$ cat config.mk
export PLATFORM = sky130hd
export DESIGN_NAME = rand_rom_arbiter
export DESIGN_NICKNAME = d
export VERILOG_FILES = /design/src/rtl/rand_rom_arbiter.sv
export SDC_FILE = /design/constraint.sdc
export NUM_CORES = 1
export LEC_CHECK = 0
export BUFFER_PORTS_ARGS = -buffer_cell sky130_fd_sc_hd__buf_2
export CORE_UTILIZATION = 44
export DETAILED_ROUTE_END_ITERATION = 6
export GPL_ROUTABILITY_DRIVEN = 1
export PLACE_DENSITY = 0.76
export SYNTH_ARGS = -nofsm -noshare
export SYNTH_HDL_FRONTEND = slang
export SYNTH_SLANG_ARGS = --single-unit
$ cat constraint.sdc
create_clock -name clk -period 3.6 [get_ports clk]
set_input_delay 0.36 -clock clk [delete_from_list [all_inputs] [get_ports clk]]
set_output_delay 0.36 -clock clk [all_outputs]
set_load 0.02 [all_outputs]
$ cat src/rtl/rand_rom_arbiter.sv
// Two-requester round-robin arbiter in front of a shared combinational random-value ROM.
// A free-running index counter is captured on grant, so press timing selects the ROM entry.
module rand_rom_arbiter #(
    parameter int N = 3,
    parameter int O = 14
) (
    input  logic         clk,
    input  logic         rst_n,
    input  logic [1:0]   req,
    output logic [1:0]   ack,
    output logic [O-1:0] data_out,
    output logic         busy,
    output logic [N-1:0] rom_addr,
    input  logic [O-1:0] rom_data
);

    typedef enum logic [1:0] {IDLE, READ, RELEASE} state_t;

    state_t       state;
    logic [N-1:0] cnt;
    logic         gnt;
    logic         last;
    logic         pick;

    // On a tie the requester that was not served last wins; otherwise the lone requester.
    always_comb begin
        pick = req[1];
        if (req == 2'b11)
            pick = ~last;
    end

    assign busy = (state != IDLE);

    always_ff @(posedge clk or negedge rst_n) begin
        if (!rst_n) begin
            state    <= IDLE;
            cnt      <= '0;
            rom_addr <= '0;
            data_out <= '0;
            ack      <= '0;
            gnt      <= 1'b0;
            last     <= 1'b1;
        end else begin
            cnt <= cnt + N'(1);
            case (state)
                IDLE: begin
                    if (req != 2'b00) begin
                        rom_addr <= cnt;
                        gnt      <= pick;
                        last     <= pick;
                        state    <= READ;
                    end
                end
                READ: begin
                    data_out <= rom_data;
                    ack      <= gnt ? 2'b10 : 2'b01;
                    state    <= RELEASE;
                end
                RELEASE: begin
                    ack <= '0;
                    if (!req[gnt])
                        state <= IDLE;
                end
                default: state <= IDLE;
            endcase
        end
    end

endmodule

Word level (Yosys, flattened, before mapping)
Cells that the tools add are included.
Storage, ports and cells
  register bits after elaboration: 26
  input bits: 18
  word-level logic and storage cells: 29
Cells by class
  add/sub/neg operators: 1
  magnitude comparators: 1
  equal/unequal tests: 5
  multiplexer cells: 8
  bitwise operators: 1
  reductions and logical operators: 6
Operator list (number)
  2-bit two-way mux: 3
  2-bit case mux with 3 select lines: 1
  2-bit nonzero test: 3
  2-bit equality test (second input constant): 2
  2-bit inequality test (second input constant): 2
  2-bit case mux with 2 select lines: 1
  2-bit AND reduction: 2
  3-bit by 1-bit adder with 3-bit output (second input constant): 1
  1-bit two-way mux: 3
  2-bit by 1-bit equality test with 1-bit output (second input constant): 1
  2-bit zero test: 1
  1-bit by 2-bit less-than comparator with 1-bit output (second input constant): 1
  1-bit NOT: 1

Logic depth before layout (Yosys ltp)
Gate-level depths: netlist of the first run.
  depth in word-level cells: 4
  mapped depth: 5
  mapped depth without buffers: 5

Worst setup path before layout of the first run
OpenSTA, ideal clock, no wires.
  path type: reg2reg
  start point: reg state[1]
  end point: reg data_out[0]
  setup time: 0.125 ns
  data arrival time: 1.282 ns
  required time: 3.475 ns
  setup slack: 2.193 ns
  stages on the path, launching flop included: 5
  buffers on the path: 1
  clock period less this slack: 1.407 ns
  cell sequence: dfrtp_1 inv_1 ha_1 buf_2 mux2_2
Between the ends
  word-level cells in the longest chain between the ends: 1
Ends and longest elaborated chain
  start: declaration: line 19  | state_t state;
  start signal: assignment: line 36  | state <= IDLE;
  start signal: assignment: line 51  | state <= READ;
  start signal: assignment: line 57  | state <= RELEASE;
  2-bit by 1-bit equality test with 1-bit output: line 45  | case (state)
  end signal: assignment: line 55  | data_out <= rom_data;
  end: declaration: line 11  | output logic [O-1:0] data_out,
No other way between the ends.
A chain may end at the register's enable or synchronous reset.

Worst setup path in the final report of the first run
  start point: reg state[0]
  end point: out busy
Between the ends
  word-level cells in the longest chain between the ends: 1
Ends and longest elaborated chain
  2-bit nonzero test: line 32  | assign busy = (state != IDLE);
  end: declaration: line 12  | output logic busy,
No other way between the ends.

==> results.md, run 1 <==
- Drt total wl: 1690 um
- Status: complete, no violations
- Fraction of layout cells with a size suffix above 1: 54.5%
- Gp weighted congestion: 0.605
- Wire length per cell: 12.0 um
- Worst slew pin tran: 583 ps
- Max Freq: 0.557 GHz
- Yosys warnings: 0
- Antenna violations before repair: 0
- Count of input and output buffers: 37
- Final setup fails: 0
- Leading post-synthesis cells by cell area: dfrtp_1, mux2_2, ha_1
- Drc violations: 0
- Place WS: 1990 ps
- Number of buffers created by CTS: 3
- Clk Tree Root Cell: clkbuf_4
- Cts-stage hold buffer count: 0
- P_leak: 0.684 nW
- PwrDens: 936 mW/mm^2
- Critical path peak fanout: 7
- Worst EP required: 3240 ps
- Worst min path class: input pin to asynchronous set/reset pin
- GR Overflow Total: 0
- Setup TNS: 0 ps
- Die Y: 51.5 um
- Slowest stage delay, CP: 440 ps
- Initial Util: 47.9%
- #FFs+latches synth: 26
- Maximum vdd drop: 0.518 mV
- Most common cell after layout, fill and taps aside: buf_2
- Setup CP Type: flop to primary output
- RSZ-0062 raised after global routing: no
- CP max-delay cell: dfrtp_1
- Crit path DAT: 1440 ps
- Vias in the first global route: 658
- Worst skew pair latency: 310 ps
- TritonCTS clock tree: built
- Area Overhead vs Synth: 22.4%
- NumNets Final: 137
- Most frequent cells in the layout: buf_2, dfrtp_1, mux2_2
- Yosys top cell area share: 57.9%
- HPWL Detailed: 1270 um
- Final hold vios: 0
- Gate count after technology mapping: 72
- Fin crit share: 49.9%
- Synth Cell Area: 0.00108 sq mm
- Seq/Total Area, Yosys: 60.4%
- Post-synth top area cell: dfrtp_1
- GRT Overall Usage: 15.0%
- CP Capture Type: primary output
- Largest net degree at the start of global routing: 27
- Cells resized by post-CTS repair: 0
- Syn nets: 96
- CTS max path bufs: 2
- DIE WIDTH: 51.5 um
- Htree depth: 1
- First-pass GRT wire length: 2870 um
- Critical path's top delay family: flip-flops
- # rows: 17
- Die area: 0.00266 sq mm
- Postcts setup bufs: 0
- IO Count: 38
- Syn avg cell area: 15.0 sq um
- Core area: 0.00225 sq mm
- Vias per std cell: 4.84
- WP buf/inv: 3
- Setup WS post-layout: 1800 ps
- Max_cap viols: 0
- Relative slew slack: 61.1%
- Starting DRT DRC Count: 4
- Drt first pass iters: 2
- Crit path time final: 1800 ps
- Crit path top cell by count: inv_1
- Number of diodes: 0
- Clk slew on worst S/H paths: 130 ps
- Max-slew violations: 0
- Synth unique cells: 18
- Final antenna-violating net count: 0
- Crit start category: flop
- CP Cell Sequence: inv_1, ha_1, inv_1, buf_2
- Via count: 677
- CTS sink count: 26
- Skew final: 3.89 ps
-- cells in the mapped netlist, drive strengths merged --
library cell	n
a21oi	1
a22oi	1
a31oi	1
a32o	1
buf	1
dfrtp	25
dfstp	1
ha	6
inv	5
mux2	20
nand2	3
nand3b	1
nor2	2
o21ai	3
xor2	1
-- report_power, final --
group	switching, mW	internal (mW)
combinational	0.333	0.285
sequential	0.0669	0.428
clock	0.0810	0.0432
total	0.481	0.757
-- layer usage --
metal / track usage, % / vias up / routed length [um]
met5: 0 / - / 0
met4: 8.11 / 0 / 17
met3: 3.22 / 2 / 143
met2: 23.6 / 29 / 737
met1: 19.3 / 319 / 787
li1: - / 327 / -
-- cell families (layout without fill, tap and decap cells) --
logic type,Yosys count,after routing,synth area share [%]
simple gates,6,6,2.43
compound gates,7,7,5.33
xor+xnor,1,1,0.811
flops,26,26,60.4
buf+inv,6,46,2.20
fa+ha+maj,6,6,6.95
mux,20,20,21.9
-- state kept, by name, summed over array words and instances, names as in the netlist --
| register | cells |
|---|---|
| gnt | 1 |
| last | 1 |
| ack | 2 |
| cnt | 3 |
| rom_addr | 3 |
| data_out | 14 |
| state | 2 |
-- worst paths after layout --
path                                            from                 endpoint  slack, ps  cells after the start
worst max-delay path            state[0]$_DFFE_PN0P_                     busy       1800                      4
worst min-delay path                           rst_n          gnt$_DFFE_PN0P_         20                      1
worst max register to register  state[1]$_DFFE_PN0P_  data_out[7]$_DFFE_PN0N_       2010                      3
worst min register to register      cnt[0]$_DFF_PN0_         cnt[0]$_DFF_PN0_        450                      1
max in group asynchronous                      rst_n         last$_DFFE_PN1P_       3210                      1
min in group clk                              req[0]         last$_DFFE_PN1P_        260                      2
-- metrics by stage --
stage | cells | hold WS (ps) | instance area, sq um | total power [mW] | utilization (%)
finish | 140 | 18.7 | 1320 | 1.24 | 58.6
global route | 140 | 46.5 | 1320 | 1.33 | 58.6
CTS | 140 | 32.8 | 1320 | 1.26 | 58.6
detailed placement | 136 | 389 | 1290 | 1.13 | 57.4
global placement | 136 | 371 | 1290 | 1.10 | 57.4
floorplan | 72 | 64.4 | 1080 | 0.949 | -
-- cell type report --
class | instances | area [sq um]
fillers | 194 | 933
clock buffers | 4 | 26.3
multi-input cells | 40 | 404
flip-flops and latches | 26 | 652
inverters | 5 | 18.8
repair buffers | 37 | 185
well taps | 28 | 35.0
No activity file was read; power rests on OpenSTA's default activity.
==> run 2, diff against run 1 <==
--- a/config.mk
+++ b/config.mk
@@ -5,6 +5,7 @@
 export SDC_FILE = /design/constraint.sdc
 export NUM_CORES = 1
 export LEC_CHECK = 0
+export ABC_AREA = 1
 export BUFFER_PORTS_ARGS = -buffer_cell sky130_fd_sc_hd__buf_2
 export CORE_UTILIZATION = 44
 export DETAILED_ROUTE_END_ITERATION = 6
==> constraint.sdc (replaced) <==
create_clock -name clk -period 1.8 [get_ports clk]
set_input_delay 0.18 -clock clk [delete_from_list [all_inputs] [get_ports clk]]
set_output_delay 0.18 -clock clk [all_outputs]
set_load 0.02 [all_outputs]
==> run 2 against run 1 <==
Final cell count increased by 12%. Non-clock buffer count up 2. Setup slack got worse by 1500 ps. Critical path type unchanged.
==> results.md, run 2 <==
- Status: complete, no violations
- P_leak: 0.702 nW (+2.6%)
- Reg2Reg Depth: 4 (+1)
- RSZ-0062 raised after global routing: no
- Postcts setup bufs: 0 (unchanged)
- Max FFs per register: 14 (unchanged)
- Drc violations: 0 (unchanged)
- Endpoint, Worst Hold: data_out[6]$_DFFE_PN0N_
- Syn nets: 111 (+16%)
- Cells resized by post-CTS repair: 0 (unchanged)
- Hold Path Depth: 2
- Synth unique cells: 12 (-6)
- Register Area: 652 sq um (unchanged)
- IO Count: 38 (unchanged)
- Top-count cell post-synth: dfrtp_1
- Crit path DAT: 1320 ps (-120 ps)
- Max_cap viols: 0 (unchanged)
- Most used DFF post-synth: dfrtp_1
- Die area: 0.00263 sq mm (-1.1%)
- Post-synth top area cell: dfrtp_1
- # rows: 17 (unchanged)
- Top Registers: data_out x14, cnt x3, rom_addr x3
- #FFs+latches synth: 26 (unchanged)
- R2r setup slk: 420 ps (-1590 ps)
- Synth async-reset ratio: 100% (unchanged)
- Drt total wl: 1780 um (+5.6%)
- Starting DRT DRC Count: 17 (+13)
- # fillers: 207 (+6.7%)
- Initial Util: 47.3% (-0.55 points)
- Skew final: 4.23 ps (+0.343 ps)
- Final hold vios: 0 (unchanged)
- Worst hold slack: 91.9 ps (+73.3 ps)
- First-pass GRT wire length: 3120 um (+8.6%)
- Area Overhead vs Synth: 23.7%
- Gate count after technology mapping: 87 (+21%)
- Leading post-synthesis cells by cell area: dfrtp_1, mux2_2, ha_1
- CP max-delay cell: dfrtp_1
- Worst EP required: 1620 ps (-1620 ps)
- Yosys top cell area share: 58.6% (+0.68 points)
- CP Capture Type: primary output
- Wire length per cell: 11.3 um (-5.8%)
- Fin crit share: 83.4%
- Worst r2r dst: data_out[8]$_DFFE_PN0N_
- Critical path peak fanout: 4 (-3)
- Worst skew pair latency: 310 ps (about the same)
- DIE WIDTH: 51.3 um (-0.56%)
- Dpl cells: 152 (+12%)
- Antenna violations before repair: 0 (unchanged)
- Number of flops mapped to enable cells by yosys: 0 (unchanged)
- Cts-stage hold buffer count: 1 (+1)
- Seq/Total Area, Yosys: 61.1% (+0.71 points)
- Setup TNS: 0 ps (unchanged)
- Max Freq: 0.666 GHz
- Clk Tree Root Cell: clkbuf_4
- Setup WS post-layout: 299 ps (-1500 ps)
- Hold Crit Start: rom_data[6]
- Worst slew pin tran: 552 ps (-31.5 ps)
- RR Startpoint: state[1]$_DFFE_PN0P_
- Yosys warnings: 0 (unchanged)
- Pwr Total: 2.41 mW (+95%)
- GR Overflow Total: 0 (unchanged)
- Setup CP Type: flop to primary output
- Worst min path class: input pin to flop
- Final non-filler cell total: 157 (+12%)
- Most frequent cells in the layout: buf_2, dfrtp_1, nand2_1
- NumNets Final: 154 (+12%)
- Maximum vdd drop: 0.880 mV (+70%)
- Slowest stage delay, CP: 450 ps (about the same)
- Number of buffers created by CTS: 3 (unchanged)
- Final setup fails: 0 (unchanged)
- Via count: 752 (+11%)
- Most common cell after layout, fill and taps aside: buf_2
- Largest register by flop count: data_out
- Place WS: 434 ps (-1560 ps)
- CP Cell Sequence: inv_1, ha_1, inv_1, buf_2
- Crit path top cell by count: inv_1
- CTS sink count: 26 (unchanged)
- Top cells by count, synth: dfrtp_1, nand2_1, mux2_2
- Count of input and output buffers: 37 (unchanged)
- PwrDens: 1830 mW/mm^2 (+95%)
- Synth Cell Area: 0.00107 sq mm (-1.2%)
- Number of diodes: 0 (unchanged)
- Syn avg cell area: 12.3 sq um (-18%)
- CTS max path bufs: 2 (unchanged)
- Crit path time final: 1500 ps
- TritonCTS clock tree: built
- Max-slew violations: 0 (unchanged)
- GRT Overall Usage: 15.9% (+0.86 points)
- Crit start category: flop
- Drt first pass iters: 4 (+2)
- Relative slew slack: 63.2% (+2.1 points)
- Largest net degree at the start of global routing: 27 (unchanged)
- Area of the multi-input gates: 359 sq um (-11%)
- Gp weighted congestion: 0.768 (+27%)
- Vias in the first global route: 731 (+11%)
- Core area: 0.00225 sq mm (unchanged)
- Die Y: 51.3 um (-0.56%)
- Vias per std cell: 4.79 (-0.95%)
- Htree depth: 1 (unchanged)
- Final antenna-violating net count: 0 (unchanged)
- Fraction of layout cells with a size suffix above 1: 43.4% (-11 points)
- Clk slew on worst S/H paths: 130 ps (about the same)
-- run 2: per-stage QoR --
| step | util [%] | area [sq um] |
|---|---|---|
| floorplan | - | 1070 |
| global placement | 56.9 | 1280 |
| detailed placement | 56.9 | 1280 |
| CTS | 58.5 | 1320 |
| global route | 58.5 | 1320 |
| finish | 58.5 | 1320 |
-- run 2: kinds of logic after synthesis --
logic type | after synthesis | share of synthesized area, %
xor gates and xnor gates | 1 | 0.821
muxes | 14 | 14.8
and+or+nand+nor | 21 | 7.97
AOI/OAI and AO/OA | 6 | 3.05
DFF | 26 | 61.1
buffers and inverters | 13 | 5.28
adders and majority gates | 6 | 7.03
-- run 2: worst max-delay path, delay by kind of cell, from the launching register on --
family / cells / cell delay [ps]
adders and majority gates: 1 / 240
DFF: 1 / 450
buffers and inverters: 3 / 330
-- run 2: how the worst max path moves through the flow --
stage / endpoint / startpoint / slack (ps) / cells after the start
5_1_grt: busy / state[0]$_DFFE_PN0P_ / 210 / 4
3_3_place_gp: data_out[13]$_DFFE_PN0N_ / state[1]$_DFFE_PN0P_ / 490 / 4
2_1_floorplan: data_out[0]$_DFFE_PN0N_ / state[1]$_DFFE_PN0P_ / 460 / 4
6_report: busy / state[0]$_DFFE_PN0P_ / 300 / 4
3_5_place_dp: data_out[8]$_DFFE_PN0N_ / state[1]$_DFFE_PN0P_ / 430 / 4
4_1_cts: busy / state[0]$_DFFE_PN0P_ / 280 / 4
-- run 2: final cells by class --
class | count | area share, %
clock buffer | 4 | 1.99
inverter | 12 | 3.41
multi-input combinational | 48 | 27.2
sequential | 26 | 49.4
tap | 28 | 2.65
timing repair buffer | 39 | 15.4
-- run 2: routing by layer --
| metal | GRT usage, % | vias to the layer above | routed length [um] |
|---|---|---|---|
| li1 | - | 364 | - |
| met3 | 3.57 | 2 | 141 |
| met5 | 0 | - | 0 |
| met4 | 5.41 | 0 | 10 |
| met2 | 27.0 | 31 | 811 |
| met1 | 19.8 | 355 | 817 |
-- run 2: power breakdown --
group,switching (mW),total (mW),internal [mW]
Clock,0.156,0.242,0.0864
Sequential,0.138,0.991,0.853
Combinational,0.680,1.18,0.496
